$ cat src/rtl/nlane_serial_master.sv
// N-lane serial link transmitter: one DATA_WIDTH word per handshake, framed by cs_n
// and shifted out LANES bits per sclk beat, with sclk divided down from clk.
module nlane_serial_master #(
  parameter int DATA_WIDTH = 64,
  parameter int LANES      = 2,
  parameter int CLK_DIV    = 2,
  parameter bit LSB_FIRST  = 1'b0
) (
  input  logic                  clk,
  input  logic                  rstn,
  input  logic                  in_valid,
  output logic                  in_ready,
  input  logic [DATA_WIDTH-1:0] in_data,
  output logic                  sclk,
  output logic                  cs_n,
  output logic [LANES-1:0]      dl,
  output logic                  busy,
  output logic                  done
);

  localparam int BEATS  = DATA_WIDTH / LANES;
  localparam int HALVES = 2 * BEATS;
  localparam int DIV_W  = (CLK_DIV > 1) ? $clog2(CLK_DIV) : 1;
  localparam int HALF_W = $clog2(HALVES);

  localparam logic [DIV_W-1:0]  DIV_LAST        = DIV_W'(CLK_DIV - 1);
  localparam logic [HALF_W-1:0] HALF_LAST       = HALF_W'(HALVES - 1);
  localparam logic [HALF_W-1:0] HALF_LAST_SHIFT = HALF_W'(HALVES - 2);

  if (LANES < 1 || LANES > DATA_WIDTH || (DATA_WIDTH % LANES) != 0 || CLK_DIV < 1)
  begin : g_param_check
    $error("nlane_serial_master: DATA_WIDTH must be a multiple of LANES and CLK_DIV >= 1");
  end

  typedef enum logic [2:0] {
    S_IDLE,
    S_SETUP,
    S_SHIFT,
    S_HOLD,
    S_GAP
  } state_e;

  function automatic logic [LANES-1:0] first_beat(input logic [DATA_WIDTH-1:0] w);
    return LSB_FIRST ? w[LANES-1:0] : w[DATA_WIDTH-1 -: LANES];
  endfunction

  function automatic logic [DATA_WIDTH-1:0] advance(input logic [DATA_WIDTH-1:0] w);
    return LSB_FIRST ? (w >> LANES) : (w << LANES);
  endfunction

  state_e                  state_q, state_d;
  logic [DIV_W-1:0]        div_q, div_d;
  logic [HALF_W-1:0]       half_q, half_d;
  logic [DATA_WIDTH-1:0]   shreg_q, shreg_d;
  logic                    sclk_q, sclk_d;
  logic                    cs_n_q, cs_n_d;
  logic [LANES-1:0]        dl_q, dl_d;
  logic                    in_ready_q, in_ready_d;
  logic                    busy_q, busy_d;
  logic                    done_q, done_d;
  logic                    div_wrap;
  logic [DATA_WIDTH-1:0]   shreg_next;

  always_comb begin
    // NOTE: every signal written here gets a default first, so no path can infer a latch.
    state_d    = state_q;
    div_d      = div_q;
    half_d     = half_q;
    shreg_d    = shreg_q;
    sclk_d     = sclk_q;
    cs_n_d     = cs_n_q;
    dl_d       = dl_q;
    in_ready_d = in_ready_q;
    busy_d     = busy_q;
    done_d     = 1'b0;
    div_wrap   = (div_q == DIV_LAST);
    shreg_next = advance(shreg_q);

    unique case (state_q)
      S_IDLE: begin
        if (in_valid) begin
          state_d    = S_SETUP;
          div_d      = '0;
          shreg_d    = in_data;
          dl_d       = first_beat(in_data);
          cs_n_d     = 1'b0;
          sclk_d     = 1'b0;
          busy_d     = 1'b1;
          in_ready_d = 1'b0;
        end
      end
      S_SETUP: begin
        if (div_wrap) begin
          state_d = S_SHIFT;
          div_d   = '0;
          half_d  = '0;
          sclk_d  = 1'b1;
        end else begin
          div_d = div_q + 1'b1;
        end
      end
      S_SHIFT: begin
        if (div_wrap) begin
          div_d = '0;
          if (half_q == HALF_LAST) begin
            state_d = S_HOLD;
          end else begin
            half_d = half_q + 1'b1;
            sclk_d = ~sclk_q;
            // Even half-periods are high, so leaving one is a fall; the final fall keeps the last beat.
            if (!half_q[0] && half_q != HALF_LAST_SHIFT) begin
              shreg_d = shreg_next;
              dl_d    = first_beat(shreg_next);
            end
          end
        end else begin
          div_d = div_q + 1'b1;
        end
      end
      S_HOLD: begin
        if (div_wrap) begin
          state_d = S_GAP;
          div_d   = '0;
          cs_n_d  = 1'b1;
          dl_d    = '0;
          done_d  = 1'b1;
        end else begin
          div_d = div_q + 1'b1;
        end
      end
      S_GAP: begin
        if (div_wrap) begin
          state_d    = S_IDLE;
          div_d      = '0;
          busy_d     = 1'b0;
          in_ready_d = 1'b1;
        end else begin
          div_d = div_q + 1'b1;
        end
      end
      default: state_d = S_IDLE;
    endcase
  end

  // NOTE: sequential state uses non-blocking assignments so every flop samples pre-edge values.
  always_ff @(posedge clk or negedge rstn) begin
    if (!rstn) begin
      state_q    <= S_IDLE;
      div_q      <= '0;
      half_q     <= '0;
      // NOTE: the shift register is reset as well; it is one word wide, and a clean value
      // keeps dl deterministic even though it is reloaded on every accept.
      shreg_q    <= '0;
      sclk_q     <= 1'b0;
      cs_n_q     <= 1'b1;
      dl_q       <= '0;
      in_ready_q <= 1'b1;
      busy_q     <= 1'b0;
      done_q     <= 1'b0;
    end else begin
      state_q    <= state_d;
      div_q      <= div_d;
      half_q     <= half_d;
      shreg_q    <= shreg_d;
      sclk_q     <= sclk_d;
      cs_n_q     <= cs_n_d;
      dl_q       <= dl_d;
      in_ready_q <= in_ready_d;
      busy_q     <= busy_d;
      done_q     <= done_d;
    end
  end

  assign in_ready = in_ready_q;
  assign sclk     = sclk_q;
  assign cs_n     = cs_n_q;
  assign dl       = dl_q;
  assign busy     = busy_q;
  assign done     = done_q;

endmodule
$ cat config.mk
export PLATFORM = sky130hd
export DESIGN_NAME = nlane_serial_master
export DESIGN_NICKNAME = d
export VERILOG_FILES = /design/src/rtl/nlane_serial_master.sv
export SDC_FILE = /design/constraint.sdc
export NUM_CORES = 1
export LEC_CHECK = 0
export BUFFER_PORTS_ARGS = -buffer_cell sky130_fd_sc_hd__buf_4
export CAP_MARGIN = 5
export CORE_UTILIZATION = 35
export CTS_CLUSTER_DIAMETER = 150
export DETAILED_ROUTE_END_ITERATION = 6
export PLACE_DENSITY = 0.64
export SYNTH_ARGS = -nofsm -noshare
export SYNTH_HDL_FRONTEND = slang
export SYNTH_SLANG_ARGS = --single-unit
$ cat constraint.sdc
create_clock -name clk -period 2.2 [get_ports clk]
set_input_delay 0.33 -clock clk [delete_from_list [all_inputs] [get_ports clk]]
set_output_delay 0.33 -clock clk [all_outputs]
set_load 0.05 [all_outputs]
==> results.md, run 1 <==
- Netlist Area Pre-Place: about 4300 sq um
- ANT cells: 0
- Worst hold path type: input pin to register
- Clock transition at path regs: 0.06 ns
- Setup tns final: 0 ns
- Top cell type's share of synthesized area: roughly 45%
- Fmax: 0.470 GHz
- Min cycle time layout: about 2.1 ns
- Final cell count without fillers: 540
- CP Launch Type: register
- H-tree depth: 3
- Placed inst area: between 4000 and 5000 sq um
- Die Ht: about 110 um
- Peak VDD IR: just over 600 uV
- Aggregate routed wire length: between 8000 and 9000 um
- Post-synth ARST share: 100%
- First-pass GRT wire length: ~14000 um
- Core ar.: between 10000 and 15000 sq um
- Synth top cells by count: 77 x dfrtp_1, 58 x mux2_1, 58 x mux2_4
- DRT iter0 DRCs: between 150 and 200
- Number of synthesized flops with an enable pin: 0
- Primary FF master, synth: dfrtp_1
- MaxCap Viol Count: 0
- Final hold vios: 0
- Total die area: between 10000 and 15000 sq um
- Via density: between 4 and 5
- GRT Util Overall: 14.7%
- Tot Pwr: 8.10 mW
- RSZ-0062 raised after global routing: yes
- Root Driver: clkbuf_16
- Largest net degree at the start of global routing: 42
- Ports: 74
- P&R area growth vs syn: 25.8%
- Top post-synthesis cells by area: dfrtp_1 45%, mux2_4 20%, mux2_1 15%, buf_6 3.4%, o21ai_0 1.3%
- CP Capture Type: register
- FF+latch count, synth: 79
- Mapped Nets: between 300 and 400
- PortBufs: between 70 and 80
- Via count: about 2700
- Rel. slew slack: approximately 70%
- CTS tree: done
- Final Max Slew Viols: 0
- Nets@finish: around 460
- Post-Layout Inst Area: around 5400 sq um
- # DRC: 0
- Worst-path maximum fanout: 16
- Die Wd: ~110 um
- Distinct cell type count after synthesis: 38
- Fill count: 1058
- Count leader, synth: dfrtp_1
- Area leader, netlist: dfrtp_1
- Critical path arrival: ~2.3 ns
- Row Count: 39
- First drt pass iteration count: 4
- Clock buffer depth: 2
- Starting Density: between 30% and 40%
- Leak pwr: around 2.5 nW
- DRT antenna net count: 0
- Final GP Congestion: 0.800
- Setup CP Type: register to register
- Sequential cell area fraction in the yosys report: 46.4%
- Synth Area per Inst: roughly 14 sq um
- Synthesized instance count: just over 300
- Clock sink count: 79
- Run status: completed
- Warnings, synthesis: 0
- Detailed Place HPWL: roughly 5800 um
- WL/cell: roughly 16 um
- Final critical-path share of the clock period: 96.8%
- Vias in the first global route: 2908
- Placed Cells: between 500 and 600
- Measured slew at the worst slew-check pin: between 0.4 and 0.5 ns
- Initial antenna violation count: 0
- Share of cells above drive strength 1: a little over two fifths
- Clk_skew: about 0.0075 ns
- Final setup violation count: 0
- Total CTS buffers: 9
- PwrDens: roughly 1500 nW/um^2
- Grt ovf: 0
- Skew-Pair Late Insertion Delay: about 0.33 ns
- Final Util: approximately 46%
- CP Data Required Time: around 2.4 ns
[path summary, 6_finish.rpt]
path | from | endpoint | slack [ns] | depth (start not counted)
max in group asynchronous | rstn | half_q[0]$_DFFE_PN0P_ | 1.12 | 3
min | in_data[0] | shreg_q[0]$_DFFE_PN0P_ | 0.20 | 2
min reg2reg | shreg_q[0]$_DFFE_PN0P_ | shreg_q[0]$_DFFE_PN0P_ | 0.50 | 2
max | half_q[0]$_DFFE_PN0P_ | shreg_q[40]$_DFFE_PN0P_ | 0.07 | 8
min in group asynchronous | rstn | state_q[2]$_DFFE_PN0P_ | 0.48 | 2
max reg2reg | half_q[0]$_DFFE_PN0P_ | shreg_q[40]$_DFFE_PN0P_ | 0.07 | 8
[what timing repair did]
action | CTS | global route
hold buffers | 1 | 0
pin swaps | 1 | 0
buffers inserted | 2 | 0
gates resized for setup | 1 | 2
cloned | 1 | 1
setup endpoints to repair | 1 | 32
endpoints found under the hold margin | 28 | 0
[area by class of cell]
| type | instances | area [sq um] | share of cell area [%] |
|---|---|---|---|
| tap | 143 | 179 | 3.34 |
| multi-input combinational | 205 | 2100 | 39.1 |
| clock buffer | 13 | 270 | 5.04 |
| sequential | 79 | 1980 | 36.9 |
| clock inverter | 3 | 40.0 | 0.747 |
| timing repair buffer | 90 | 771 | 14.4 |
| inverter | 7 | 26.3 | 0.490 |
[power by group]
part / total, mW / internal, mW / switching [mW]
sequential: 2.58 / 2.18 / 0.403
clock: 1.55 / 0.969 / 0.580
combinational: 3.97 / 2.35 / 1.61
[per-stage QoR]
step                      hold WS [ns]  setup WS [ns]
after floorplan                 0.0344          0.151
after global placement           0.302         0.0586
after detailed placement         0.300      -0.000151
after CTS                        0.193         0.0441
after global routing             0.203        -0.0109
final                            0.200         0.0709
[kinds of logic (layout without fill, tap and decap cells)]
logic type,after synthesis,count (layout),synth area share [%]
simple gates,45,45,5.64
compound gates,36,36,5.55
flops,79,79,46.4
mux,120,120,36.7
xor+xnor,2,2,0.411
buf+inv,25,113,4.64
fa+ha+maj,2,2,0.587
[state kept, by name, summed over array words and instances, names as in the netlist, 2 cells and up]
signal / cells
shreg_q: 62
half_q: 6
state_q: 3
dl: 2
[critical path, stage by stage, from the launching register on]
cell	delay (ns)
dfrtp_2	0.42
inv_1	0.09
ha_1	0.20
nor2_2	0.14
nor3_2	0.08
nor4b_4	0.26
buf_4	0.18
bufbuf_16	0.32
mux2_4	0.31
[cells in the final DEF, fill, tap and decap left out, drive strengths merged, types with 2 or more instances in the layout]
cell / netlist / final
ha: 2 / 2
nand3: 5 / 5
clkinv: 0 / 2
clkbuf: 2 / 14
nor2b: 2 / 2
nand2: 12 / 12
mux2i: 2 / 2
a31oi: 2 / 2
mux2: 118 / 118
nand2b: 4 / 4
a21oi: 6 / 6
dfstp: 2 / 2
nor3b: 2 / 2
buf: 16 / 87
nor2: 12 / 12
o21ai: 12 / 12
o31ai: 6 / 6
o2bb2ai: 4 / 4
xor2: 2 / 2
and3: 2 / 2
dfrtp: 77 / 77
inv: 7 / 7
o21bai: 2 / 2
[per-layer routing]
metal	share of wire (%)	global-route usage, %
met5	0	0
met4	2.1	5.87
met3	4.0	3.24
met2	47	23.5
met1	47	19.5
Note: power is estimated with default switching activity, not from simulation.
==> inputs of run 2 (changes only) <==
CORE_MARGIN = 2   (was unset)
==> run 2 against run 1 <==
  * The flow now finishes with violations (negative hold slack)
  * Utilization shrank 1.6 points
  * Final area fell by 1.0%
  * First-iteration DRC count fell by 27%
  * Largest power group unchanged
  * Highest routed layer unchanged
==> results.md, run 2 (synthesis gave the netlist of run 1 again) <==
- Most frequent cells in the layout: 81 x buf_4, 76 x dfrtp_1, 58 x mux2_1, 58 x mux2_4, 12 x nor2_1 (was 83 x buf_4, 76 x dfrtp_1, 58 x mux2_1, 58 x mux2_4)
- Switching power: 2.55 mW (was 2.60 mW)
- Worst R2R End: shreg_q[28]$_DFFE_PN0P_ (was shreg_q[40]$_DFFE_PN0P_)
- Power share of the combinational group: 48.1% (was 49.0%)
- Top reg by flops: shreg_q (unchanged)
- Clk_skew: 0.00654 ns (was 0.00755 ns)
- CP Launch Type: register (unchanged)
- First drt pass iteration count: 5 (was 4)
- Via density: 4.89 (was 4.99)
- Measured slew at the worst slew-check pin: 0.605 ns (was 0.448 ns)
- Final GP Congestion: 0.776 (was 0.800)
- # Post-CTS Setup Buffers: 0 (was 2)
- Reg2Reg Depth: 7 (was 8)
- Core ar.: 12000 sq um (was 11700 sq um)
- Worst hold path type: input pin to asynchronous set/reset pin (was input pin to register)
- Peak VDD IR: 804 uV (was 609 uV)
- Share of cells above drive strength 1: 43.1% (was 43.8%)
- Setup tns final: 0 ns (unchanged)
- Clock transition at path regs: 0.06 ns (about the same)
- Total die area: 13100 sq um (was 12600 sq um)
- RSZ-0062 raised after global routing: no (was yes)
- Reg2Reg Launch Point: half_q[0]$_DFFE_PN0P_ (unchanged)
- DRT iter0 DRCs: 111 (was 153)
- Initial antenna violation count: 0 (unchanged)
- Final critical-path share of the clock period: 94.0% (was 96.8%)
- # DRC: 0 (unchanged)
- Hold Buf Count CTS: 0 (was 1)
- Fill count: 1067 (was 1058)
- Fmax: 0.484 GHz (was 0.470 GHz)
- PwrDens: 1500 nW/um^2 (was 1510 nW/um^2)
- Aggregate routed wire length: 8440 um (was 8720 um)
- MaxCap Viol Count: 0 (unchanged)
- H-tree depth: 3 (unchanged)
- Run status: finished with violations (was completed)
- Max reg flops: 62 (unchanged)
- GRT Util Overall: 13.7% (was 14.7%)
- Leak pwr: 2.43 nW (was 2.46 nW)
- Largest net degree at the start of global routing: 46 (was 42)
- CP endpoint: shreg_q[28]$_DFFE_PN0P_ (was shreg_q[40]$_DFFE_PN0P_)
- CTS tree: done (unchanged)
- Root Driver: clkbuf_16 (unchanged)
- Register share of total power: 32.5% (was 31.9%)
- CP Data Required Time: 2.42 ns (about the same)
- Failing checks: negative hold slack
- Row Count: 40 (was 39)
- Detailed Place HPWL: 5720 um (was 5840 um)
- Via count: 2645 (was 2696)
- Grt ovf: 0 (unchanged)
- Clock buffer depth: 2 (unchanged)
- Slack of the worst reg-to-reg path: 0.13 ns (was 0.07 ns)
- ANT cells: 0 (unchanged)
- Clock sink count: 79 (unchanged)
- WHS: -0.000300 ns (was 0.200 ns)
- Largest regs: shreg_q: 62 flops, half_q: 6 flops, state_q: 3 flops (unchanged)
- Min cycle time layout: 2.07 ns (was 2.13 ns)
- Setup CP Type: register to register (unchanged)
- P&R area growth vs syn: 24.5% (was 25.8%)
- Total CTS buffers: 9 (unchanged)
- Worst-path maximum fanout: 27 (was 16)
- Ports: 74 (unchanged)
- PortBufs: 73 (unchanged)
- Skew-Pair Late Insertion Delay: 0.33 ns (about the same)
- Final hold vios: 1 (was 0)
- Die Ht: 114 um (was 112 um)
- Most common cell after layout, fill and taps aside: buf_4 (unchanged)
- First-pass GRT wire length: 14000 um (was 14500 um)
- Critical path startpoint: half_q[0]$_DFFE_PN0P_ (unchanged)
- Rel. slew slack: 59.7% (was 70.0%)
- Final setup violation count: 0 (unchanged)
- Final Max Slew Viols: 0 (unchanged)
- Vias in the first global route: 2773 (was 2908)
- Pint: 5.41 mW (was 5.50 mW)
- CP Capture Type: register (unchanged)
- Nets@finish: 458 (was 461)
- Post-cts resize count: 0 (was 1)
- Switching Fraction: 32.0% (was 32.1%)
- WL/cell: 15.6 um (was 16.2 um)
- Die Wd: 114 um (was 112 um)
- Critical path arrival: 2.29 ns (was 2.34 ns)
- Clock Power Share: 19.4% (was 19.1%)
- Starting Density: 35.6% (was 36.6%)
- DRT antenna net count: 0 (unchanged)
## run 2: cell count changes in the layout (fill, tap and decap cells not counted), sizes merged
| cell | previous run | this run |
|---|---|---|
| clkbuf | 14 | 13 |
| dlygate4sd3 | 1 | 0 |
| bufbuf | 1 | 0 |
## run 2: final cells by class
class / instances / area [sq um] / share of cell area [%]
clock inverter: 3 / 40.0 / 0.754
clock buffer: 13 / 270 / 5.09
sequential: 79 / 1980 / 37.3
multi-input combinational: 205 / 2090 / 39.3
tap: 147 / 184 / 3.46
inverter: 7 / 26.3 / 0.495
timing repair buffer: 87 / 719 / 13.6
## run 2: critical path, stage by stage (launching register included)
cell and delay (ns):
dfrtp_2 0.44, ha_1 0.26, nor2_1 0.16, nor3_1 0.10, nor4b_4 0.27, buf_12 0.15, buf_12 0.21, mux2_4 0.32
## run 2: power by group through the flow
| stage | Clock (mW) | Sequential (mW) | Combinational (mW) |
|---|---|---|---|
| 2_1_floorplan | 0 | 2.62 | 3.09 |
| 3_5_place_dp | 0 | 2.60 | 3.84 |
| 3_3_place_gp | 0 | 2.58 | 3.76 |
| 4_1_cts | 1.60 | 2.59 | 3.87 |
| 6_report | 1.55 | 2.59 | 3.83 |
| 5_1_grt | 1.66 | 2.67 | 4.13 |
## run 2: per-stage QoR
step	power (mW)	instance area, sq um	util [%]	instances	worst slack (ns)
finish	7.96	5310	44.4	541	0.132
global route	8.47	5310	44.4	541	0.00884
CTS	8.06	5300	44.3	541	0.0692
detailed placement	6.44	4990	41.7	525	0.0825
global placement	6.34	4990	41.7	525	0.157
floorplan	5.70	4260	-	309	0.151
## run 2: metal layers
| layer | vias up | share of wire [%] | GRT usage, % |
|---|---|---|---|
| li1 | 1272 | - | - |
| met1 | 1303 | 48 | 18.9 |
| met2 | 59 | 46 | 20.8 |
| met3 | 11 | 3.9 | 2.96 |
| met4 | 0 | 1.9 | 5.77 |
| met5 | - | 0 | 0 |
## run 2: how the worst min path moves through the flow
stage / depth (start not counted) / to
2_1_floorplan: 0 / busy$_DFFE_PN0P_
3_3_place_gp: 1 / busy$_DFFE_PN0P_
3_5_place_dp: 1 / busy$_DFFE_PN0P_
4_1_cts: 1 / busy$_DFFE_PN0P_
5_1_grt: 1 / busy$_DFFE_PN0P_
6_report: 1 / busy$_DFFE_PN0P_
==> inputs of run 3 (changes only) <==
CORE_ASPECT_RATIO = 2   (was unset)
==> run 3 against run 2 <==
  * The flow now finishes without violations
  * Fmax barely moved
  * Flip-flop and latch count did not move
  * Largest cell class unchanged
  * Combinational power rose by 1%
  * Sequential power barely moved
  * Critical endpoint is now shreg_q[53]$_DFFE_PN0P_
  * Via count fell by 0.98%
  * Final area rose by 0.38%
  * Critical path depth rose by 1
  * Register-to-register slack barely moved
  * Highest routed layer unchanged
  * Hold slack improved by 0.21 ns
==> results.md, run 3 (synthesis gave the netlist of run 1 again) <==
- Total CTS buffers: 9 (unchanged)
- Clock transition at path regs: 0.06 ns (about the same)
- Most common cell after layout, fill and taps aside: buf_4 (unchanged)
- Min cycle time layout: 2.07 ns (about the same)
- Final Max Slew Viols: 0 (unchanged)
- CP Launch Type: register (unchanged)
- Detailed Place HPWL: 5650 um (was 5720 um)
- Die Wd: 82.0 um (was 114 um)
- CP Capture Type: register (unchanged)
- Final GP Congestion: 0.872 (was 0.776)
- # DRC: 0 (unchanged)
- PwrDens: 1500 nW/um^2 (about the same)
- Rel. slew slack: 70.7% (was 59.7%)
- Peak VDD IR: 741 uV (was 804 uV)
- Row Count: 57 (was 40)
- PortBufs: 73 (unchanged)
- Nets@finish: 457 (was 458)
- H-tree depth: 3 (unchanged)
- Vias in the first global route: 2640 (was 2773)
- Fill count: 1126 (was 1067)
- Max reg flops: 62 (unchanged)
- Clock sink count: 79 (unchanged)
- CP Data Required Time: 2.42 ns (about the same)
- Skew-Pair Late Insertion Delay: 0.34 ns (was 0.33 ns)
- Slack of the worst reg-to-reg path: 0.13 ns (about the same)
- Placed Cells: 523 (was 525)
- Share of cells above drive strength 1: 42.7% (was 43.1%)
- DRT iter0 DRCs: 80 (was 111)
- Final hold vios: 0 (was 1)
- P&R area growth vs syn: 25.0% (was 24.5%)
- GRT Util Overall: 13.1% (was 13.7%)
- Largest regs: shreg_q: 62 flops, half_q: 6 flops, state_q: 3 flops (unchanged)
- Root Driver: clkbuf_16 (unchanged)
- Starting Density: 35.6% (about the same)
- Worst slack at placement: 0.0656 ns (was 0.0825 ns)
- Setup ws final: 0.131 ns (was 0.132 ns)
- Initial antenna violation count: 0 (unchanged)
- Final cell count without fillers: 540 (was 541)
- Ports: 74 (unchanged)
- Top reg by flops: shreg_q (unchanged)
- Fmax: 0.483 GHz (was 0.484 GHz)
- WL/cell: 15.2 um (was 15.6 um)
- DRT antenna net count: 0 (unchanged)
- ANT cells: 0 (unchanged)
- Die Ht: 160 um (was 114 um)
- Clock buffer depth: 2 (unchanged)
- CTS tree: done (unchanged)
- Grt ovf: 0 (unchanged)
- First drt pass iteration count: 4 (was 5)
- Worst hold path type: input pin to register (was input pin to asynchronous set/reset pin)
- Total die area: 13100 sq um (about the same)
- Largest net degree at the start of global routing: 71 (was 46)
- MaxCap Viol Count: 0 (unchanged)
- Setup CP Type: register to register (unchanged)
- FF/Latch Area: 1980 sq um (unchanged)
- Footprint of the multi-input gates: 2090 sq um (unchanged)
- Aggregate routed wire length: 8210 um (was 8440 um)
- Tot Pwr: 8.01 mW (was 7.96 mW)
- RSZ-0062 raised after global routing: no (unchanged)
- Setup tns final: 0 ns (unchanged)
- Measured slew at the worst slew-check pin: 0.439 ns (was 0.605 ns)
- Core ar.: 12000 sq um (about the same)
- Worst-path maximum fanout: 21 (was 27)
- # Post-CTS Setup Buffers: 0 (unchanged)
- First-pass GRT wire length: 13200 um (was 14000 um)
- Leak pwr: 2.43 nW (about the same)
- Via density: 4.85 (was 4.89)
- Final critical-path share of the clock period: 94.0% (about the same)
- Final setup violation count: 0 (unchanged)
- Critical path arrival: 2.29 ns (about the same)
- Via count: 2619 (was 2645)
- Run status: completed (was finished with violations)
- Clk_skew: 0.00563 ns (was 0.00654 ns)
- Most frequent cells in the layout: 78 x buf_4, 76 x dfrtp_1, 58 x mux2_1, 58 x mux2_4, 12 x nor2_1 (was 81 x buf_4, 76 x dfrtp_1, 58 x mux2_1, 58 x mux2_4, 12 x nor2_1)
## run 3: changes by cell type in the layout (fill, tap and decap cells not counted), sizes merged
cell         previous run  this run
bufinv                  1         2
clkinvlp                0         2
clkbuf                 13        10
dlygate4sd3             0         1
buf                    87        85
## run 3: path summary, 6_finish.rpt
path	startpoint	endpoint	depth (start not counted)
worst max register to register	half_q[0]$_DFFE_PN0P_	shreg_q[53]$_DFFE_PN0P_	8
min in group asynchronous	rstn	shreg_q[25]$_DFFE_PN0P_	2
worst max-delay path	half_q[0]$_DFFE_PN0P_	shreg_q[53]$_DFFE_PN0P_	8
worst min-delay path	in_data[1]	shreg_q[1]$_DFFE_PN0P_	2
worst min register to register	shreg_q[10]$_DFFE_PN0P_	shreg_q[10]$_DFFE_PN0P_	1
max in group asynchronous	rstn	cs_n$_DFFE_PN1P_	3
## run 3: worst max-delay path, cell delays in order, from the launching register on
cell and delay, ns:
dfrtp_2 0.42, inv_1 0.09, ha_1 0.19, nor2_1 0.13
nor3_1 0.10, nor4b_4 0.27, buf_12 0.20, buf_12 0.20
mux2_2 0.35
## run 3: repair_timing
item,in CTS,in global routing
hold buffers,1,0
endpoints found under the hold margin,31,0
resized for setup,0,1
endpoints found under the setup margin,0,16
## run 3: through the flow
step                hold slack [ns]  util (%)  instance area [sq um]
floorplan                    0.0344         -                   4260
CTS                           0.189      44.5                   5330
detailed placement            0.301      41.8                   5000
global route                  0.199      44.5                   5330
finish                        0.205      44.5                   5330
global placement              0.300      41.8                   5000
## run 3: area by class of cell
cell class	count	area share, %
clock buffer	10	4.30
sequential	79	37.2
timing repair buffer	86	13.8
tap	147	3.45
clock inverter	6	1.60
multi-input combinational	205	39.2
inverter	7	0.493
## run 3: layer usage
layer	vias to the layer above	share of wire (%)	wire [um]	track usage, %
met5	-	0	0	0
met4	0	1.4	114	4.32
met3	7	5.6	457	4.07
met2	67	44	3610	19.5
met1	1273	49	4030	18.1
li1	1272	-	-	-
## run 3: where the power goes
group          total [mW]  leakage (nW)  switching [mW]  internal, mW
clock network        1.57         0.148           0.581         0.989
registers            2.56         0.946           0.387          2.18
logic                3.87          1.33            1.58          2.30
